[config.mk]
export PLATFORM = sky130hd
export DESIGN_NAME = gate_selftest_ctrl_flat
export DESIGN_NICKNAME = d
export VERILOG_FILES = /design/src/rtl/gate_selftest_pkg.sv /design/src/rtl/gate_selftest_ctrl_if.sv /design/src/rtl/gate_selftest_ctrl_settle_timer.sv /design/src/rtl/gate_selftest_ctrl.sv /design/src/flat_wrapper.sv
export SDC_FILE = /design/constraint.sdc
export NUM_CORES = 1
export LEC_CHECK = 0
export ABC_AREA = 1
export CORE_MARGIN = 2
export CORE_UTILIZATION = 54
export CTS_BUF_LIST = sky130_fd_sc_hd__clkbuf_8
export DETAILED_ROUTE_END_ITERATION = 10
export GPL_TIMING_DRIVEN = 0
export PLACE_DENSITY = 0.81
export SLEW_MARGIN = 5
export SYNTH_ARGS = -nofsm -noshare
export SYNTH_HDL_FRONTEND = slang
export SYNTH_HIERARCHICAL = 1
export SYNTH_SLANG_ARGS = --single-unit
[constraint.sdc]
create_clock -name clk -period 2.25 [get_ports clk]
set_input_delay 0.5625 -clock clk [delete_from_list [all_inputs] [get_ports clk]]
set_output_delay 0.5625 -clock clk [all_outputs]
set_load 0.02 [all_outputs]
[src/rtl/gate_selftest_pkg.sv]
// gate_selftest_pkg: shared state encoding, truth-table constants and mismatch helper for gate_selftest_ctrl
package gate_selftest_pkg;
  typedef enum logic [1:0] {IDLE, RUN, DONE} state_e;
  localparam int unsigned CNT_W = 4;
  localparam logic [3:0] NOR_TT  = 4'b0001;
  localparam logic [3:0] OR_TT   = 4'b1110;
  localparam logic [3:0] AND_TT  = 4'b1000;
  localparam logic [3:0] NAND_TT = 4'b0111;
  localparam logic [3:0] XOR_TT  = 4'b0110;
  function automatic logic [1:0] lowest_set(input logic [3:0] v);
    return v[0] ? 2'd0 : v[1] ? 2'd1 : v[2] ? 2'd2 : v[3] ? 2'd3 : 2'd0;
  endfunction
endpackage

[src/rtl/gate_selftest_ctrl_if.sv]
// gate_selftest_ctrl_if: lab-side and gate-side signals of the self-test controller; GATE_SELFTEST_FAIL_IDX_EN adds mismatch-index outputs
interface gate_selftest_ctrl_if;
  logic       start;
  logic [3:0] expected;
  logic       gate_out;
  logic       input1;
  logic       input2;
  logic       busy;
  logic       done;
  logic       pass;
  logic [3:0] observed;
`ifdef GATE_SELFTEST_FAIL_IDX_EN
  logic       fail_valid;
  logic [1:0] fail_idx;
  modport master (output start, expected, gate_out,
                  input input1, input2, busy, done, pass, observed, fail_valid, fail_idx);
  modport slave (input start, expected, gate_out,
                 output input1, input2, busy, done, pass, observed, fail_valid, fail_idx);
`else
  modport master (output start, expected, gate_out,
                  input input1, input2, busy, done, pass, observed);
  modport slave (input start, expected, gate_out,
                 output input1, input2, busy, done, pass, observed);
`endif
endinterface

[src/rtl/gate_selftest_ctrl_settle_timer.sv]
// settle_timer: down-counter pulsing expire every SETTLE_CYCLES+1 enabled cycles, reloading while disabled
module settle_timer
  import gate_selftest_pkg::*;
#(
  parameter int unsigned SETTLE_CYCLES = 1
) (
  input  logic clk,
  input  logic rst,
  input  logic en,
  output logic expire
);
  localparam logic [CNT_W-1:0] RELOAD = CNT_W'(SETTLE_CYCLES);
  logic [CNT_W-1:0] cnt_q, cnt_d;
  assign expire = en && cnt_q == '0;
  always_comb cnt_d = (!en || expire) ? RELOAD : cnt_q - CNT_W'(1);
  always_ff @(posedge clk) begin
    if (rst) cnt_q <= RELOAD;
    else     cnt_q <= cnt_d;
  end
endmodule

[src/rtl/gate_selftest_ctrl.sv]
// gate_selftest_ctrl: walks a 2-input gate through all four vectors and checks its truth table
// Optional macro GATE_SELFTEST_FAIL_IDX_EN adds fail_valid/fail_idx reporting.
module gate_selftest_ctrl
  import gate_selftest_pkg::*;
#(
  parameter int unsigned SETTLE_CYCLES = 1
) (
  input logic clk,
  input logic rst,
  gate_selftest_ctrl_if.slave bus
);
  state_e     state_q, state_d;
  logic [1:0] idx_q, idx_d;
  logic [3:0] obs_q, obs_d, exp_q, exp_d;
  logic       pass_q, pass_d, done_q, busy_q, in1_q, in2_q;
  logic       expire;
  settle_timer #(.SETTLE_CYCLES(SETTLE_CYCLES)) u_timer (
    .clk    (clk),
    .rst    (rst),
    .en     (state_q == RUN),
    .expire (expire)
  );
  always_comb begin
    state_d = state_q;
    idx_d   = idx_q;
    obs_d   = obs_q;
    exp_d   = exp_q;
    pass_d  = pass_q;
    unique case (state_q)
      IDLE: if (bus.start) begin
        state_d = RUN;
        idx_d   = 2'd0;
        obs_d   = 4'd0;
        pass_d  = 1'b0;
        exp_d   = bus.expected;
      end
      RUN: if (expire) begin
        obs_d[idx_q] = bus.gate_out;
        idx_d        = idx_q + 2'd1;
        if (idx_q == 2'd3) state_d = DONE;
      end
      DONE: state_d = IDLE;
      default: state_d = IDLE;
    endcase
    // compare at the DONE entry so pass is already valid alongside done
    if (state_q == RUN && state_d == DONE) pass_d = obs_d == exp_q;
  end
  always_ff @(posedge clk) begin
    if (rst) begin
      state_q <= IDLE;
      idx_q   <= 2'd0;
      obs_q   <= 4'd0;
      exp_q   <= 4'd0;
      pass_q  <= 1'b0;
      done_q  <= 1'b0;
      busy_q  <= 1'b0;
      in1_q   <= 1'b0;
      in2_q   <= 1'b0;
    end else begin
      state_q        <= state_d;
      idx_q          <= idx_d;
      obs_q          <= obs_d;
      exp_q          <= exp_d;
      pass_q         <= pass_d;
      done_q         <= state_d == DONE;
      busy_q         <= state_d == RUN;
      {in1_q, in2_q} <= state_d == RUN ? idx_d : 2'b00;
    end
  end
  assign bus.input1   = in1_q;
  assign bus.input2   = in2_q;
  assign bus.busy     = busy_q;
  assign bus.done     = done_q;
  assign bus.pass     = pass_q;
  assign bus.observed = obs_q;
`ifdef GATE_SELFTEST_FAIL_IDX_EN
  logic       fv_q, fv_d;
  logic [1:0] fi_q, fi_d;
  always_comb begin
    fv_d = fv_q;
    fi_d = fi_q;
    if (state_q == IDLE && bus.start) begin
      fv_d = 1'b0;
      fi_d = 2'd0;
    end else if (state_q == RUN && state_d == DONE) begin
      fv_d = |(obs_d ^ exp_q);
      fi_d = lowest_set(obs_d ^ exp_q);
    end
  end
  always_ff @(posedge clk) begin
    if (rst) begin
      fv_q <= 1'b0;
      fi_q <= 2'd0;
    end else begin
      fv_q <= fv_d;
      fi_q <= fi_d;
    end
  end
  assign bus.fail_valid = fv_q;
  assign bus.fail_idx   = fi_q;
`endif
endmodule

[src/flat_wrapper.sv]
// flat-port wrapper written by rule: the top's interface ports become plain ports
module gate_selftest_ctrl_flat import gate_selftest_pkg::*;
#(
  parameter int unsigned SETTLE_CYCLES = 1
)
  (clk, rst, bus_start, bus_expected, bus_gate_out, bus_input1, bus_input2, bus_busy, bus_done, bus_pass, bus_observed);
  gate_selftest_ctrl_if bus_i ();
  input logic clk;
  input logic rst;
  input wire logic [$bits(bus_i.start)-1:0] bus_start;
  input wire logic [$bits(bus_i.expected)-1:0] bus_expected;
  input wire logic [$bits(bus_i.gate_out)-1:0] bus_gate_out;
  output wire logic [$bits(bus_i.input1)-1:0] bus_input1;
  output wire logic [$bits(bus_i.input2)-1:0] bus_input2;
  output wire logic [$bits(bus_i.busy)-1:0] bus_busy;
  output wire logic [$bits(bus_i.done)-1:0] bus_done;
  output wire logic [$bits(bus_i.pass)-1:0] bus_pass;
  output wire logic [$bits(bus_i.observed)-1:0] bus_observed;
  assign bus_i.start = bus_start;
  assign bus_i.expected = bus_expected;
  assign bus_i.gate_out = bus_gate_out;
  assign bus_input1 = bus_i.input1;
  assign bus_input2 = bus_i.input2;
  assign bus_busy = bus_i.busy;
  assign bus_done = bus_i.done;
  assign bus_pass = bus_i.pass;
  assign bus_observed = bus_i.observed;
  gate_selftest_ctrl #(.SETTLE_CYCLES(SETTLE_CYCLES)) u_core (.clk(clk), .rst(rst), .bus(bus_i));
endmodule
==> reports/qor.yml <==
placed_design:
  port_buffers: 16
  globalplace.congestion: 0.784
  pre_cts_slack_ps: 285
  hpwl_mm: 1.44
logic_synthesis:
  synth_fp_nets: 152
  synth_top_area_share_pct: 41.3
  synth_edf_count: 0
  ys_top_cells_by_area: "dfxtp_1, nand2_1, nor2_1"
  synth.largest_area_cell: "dfxtp_1"
  synthArstFlopShare_pct: 0
  syn-instance-count: 139
  ys_seq_area_share_pct: 41.3
  yosys-top-cells-count: "nand2_1, nor2_1, dfxtp_1"
  ys_warn_count: 6
  yosysMostFrequentCell: "nand2_1"
  synth_area_um2: 1020
  ys_ff_latch: 21
  synth.avg_cell_area_um2: 7.33
  yosysUniqueCellTypes: 22
  synth_ff_type: "dfxtp_1"
final_layout:
  drive_above_1_share_pct: 11.3
  nets: 173
  area_delta_synth_final_pct: 23.2
  antenna-diode-count: 0
die:
  die_h_um: 47.4
  coreArea_um2: 1750
  num_rows: 15
  num_io_pins: 17
  die_x_um: 47.4
  start_util_pct: 58.4
  dieArea_um2: 2250
route:
  drc_errors: 0
  via_count: 875
  drtIter0Drc: 12
  viasPerCell: 4.76
  wl_per_cell_um: 10.4
  routed_wl_mm: 1.92
  first_pass_iters: 4
  postRouteAntennaNets: 0
setup_path:
  r2r-end: "u_core/bus.pass$_SDFFE_PP0P_"
  cp.depth: 1
  r2r_slack_ps: 510
  path_delay_family: "buffers and inverters"
  cpMaxStageDelayCell: "clkdlybuf4s50_1"
  critPathLaunch: "u_core/bus.observed[0]$_SDFF_PP0_"
  worstSetupEndpoint: "bus_observed[0]"
  critPathBufInv: 1
  crit_path_max_incr_delay_ps: 610
  reg2regPathDepth: 13
  crit_type: "reg -> out"
  arrival_ps: 1230
  worst-path-max-fanout: 3
  worstReg2RegStart: "u_core/u_timer/cnt_q[0]$_SDFF_PP1_"
  endpoint_kind: "output port"
  cp-start-kind: "flop"
  path_cells: "clkdlybuf4s50_1"
  crit_required_ps: 1690
timing:
  setup-tns-final_ps: 0
  grt_setup_unrepaired: "no"
  drv_slew: 0
  finalCriticalPeriod_ps: 1790
  max_freq_ghz: 0.559
  setup_viol: 0
  clock_skew_ps: 8.43
  relSlewSlack_pct: 70.5
  worst-slew-pin-transition_ps: 443
  hold_violations: 0
  min_period_over_period_pct: 79.6
  fin_ws_ps: 460
worst_hold_path:
  whs_path_depth: 1
  min-delay-start: "u_core/u_timer/cnt_q[0]$_SDFF_PP1_"
  hp-class: "reg -> reg"
global_route:
  antenna_found_initial: 0
  track_usage_pct: 21.0
  grt_pass1_wl_mm: 3.28
  grt_pass1_vias: 821
  overflow: 0
  grt_max_degree: 12
clock_network:
  cts_hold_buffers: 0
  clkTransAtPathRegs_ps: 70
  cts-root-buf: "clkbuf_8"
  tritoncts: "built"
  cts_resized: 0
  cts_buffer_depth: 2
  cts_max_level: 1
  postCtsSetupBuffers: 0
  clock_latency_ps: 260
  cts-buffers-inserted: 3
  clock_sinks: 21
power_and_ir_drop:
  p_per_area_nw_per_um2: 564
  leakagePower_nw: 0.566
  ir_worst_vdd_v: 0.000485
  power_mw: 0.708
status:
  outcome: "finished clean"
job:
  drv_cap: 0
report_power, final:
part,internal [mW],switching [mW],leakage (nW)
clock,0.121,0.111,0.0269
sequential,0.383,0.00722,0.171
combinational,0.0357,0.0497,0.369
total,0.540,0.168,0.566
cells in the final DEF, fill, tap and decap left out, types with 2 or more instances in the layout:
master / synthesis / final
a211oi_1: 4 / 4
ha_1: 5 / 5
nor2_1: 25 / 25
nand2_2: 2 / 2
nand3_2: 5 / 5
clkdlybuf4s50_1: 0 / 16
nand2_1: 29 / 29
inv_2: 2 / 2
a21oi_1: 5 / 5
nand3_1: 10 / 10
dfxtp_1: 21 / 21
o21ai_0: 3 / 3
clkbuf_8: 0 / 3
inv_1: 18 / 19
layout make-up:
class / count / area [um2]
Multi-Input combinational cell: 94 / 500
Fill cell: 143 / 490
Sequential cell: 21 / 420
Timing Repair Buffer: 16 / 160
Inverter: 21 / 81.3
Clock buffer: 3 / 41.3
Tap cell: 25 / 31.3
Buffer: 3 / 16.3
Clock inverter: 1 / 3.75
logic make-up after synthesis:
kind of cell | count (synthesis) | synth area share [%]
AOI/OAI and AO/OA | 14 | 8.23
adders and majority gates | 5 | 6.14
xor gates and xnor gates | 1 | 0.860
DFF | 21 | 41.3
and+or+nand+nor | 74 | 33.9
buffers and inverters | 24 | 9.58
stage by stage:
stage	hold slack (ps)	cell area (um2)	utilization, %	instances
5_1_grt	469	1250	71.9	184
6_report	421	1250	71.9	184
3_3_place_gp	393	1210	69.3	180
4_1_cts	421	1250	71.9	184
3_5_place_dp	403	1210	69.3	180
2_1_floorplan	384	1020	-	139
worst register-to-register path, cell delays in order, from the launching register on:
cell and delay [ps]:
dfxtp_1 320, inv_1 90, ha_1 200, nand2_2 90
nor2_1 100, buf_4 170, nand4_2 150, nand3_1 150
nand2_1 60, nand2_1 50, nand2_1 50, nor2_1 80
nand2_1 60, a21oi_2 110
registers in the layout (all words and copies together) (netlist names), 2 cells and up:
signal,count
u_core/bus.observed,4
u_core/exp_q,4
u_core/u_timer/cnt_q,4
u_core/idx_q,2
u_core/state_q,2
metal layers:
metal  vias to the layer above  track usage [%]  part of all wire [%]
met3                         2             8.30                   4.9
met5                         -                0                     0
met4                         0             5.56                  0.68
li1                        477                -                     -
met1                       381             24.0                    46
met2                        15             36.5                    48
worst min path at each step:
stage / to / slack, ps
floorplan: u_core/u_timer/cnt_q[0]$_SDFF_PP1_ / 380
CTS: u_core/u_timer/cnt_q[0]$_SDFF_PP1_ / 420
global placement: u_core/u_timer/cnt_q[0]$_SDFF_PP1_ / 390
finish: u_core/u_timer/cnt_q[0]$_SDFF_PP1_ / 420
global route: u_core/u_timer/cnt_q[0]$_SDFF_PP1_ / 470
detailed placement: u_core/u_timer/cnt_q[0]$_SDFF_PP1_ / 400
Note: power is estimated with default switching activity, not from simulation.
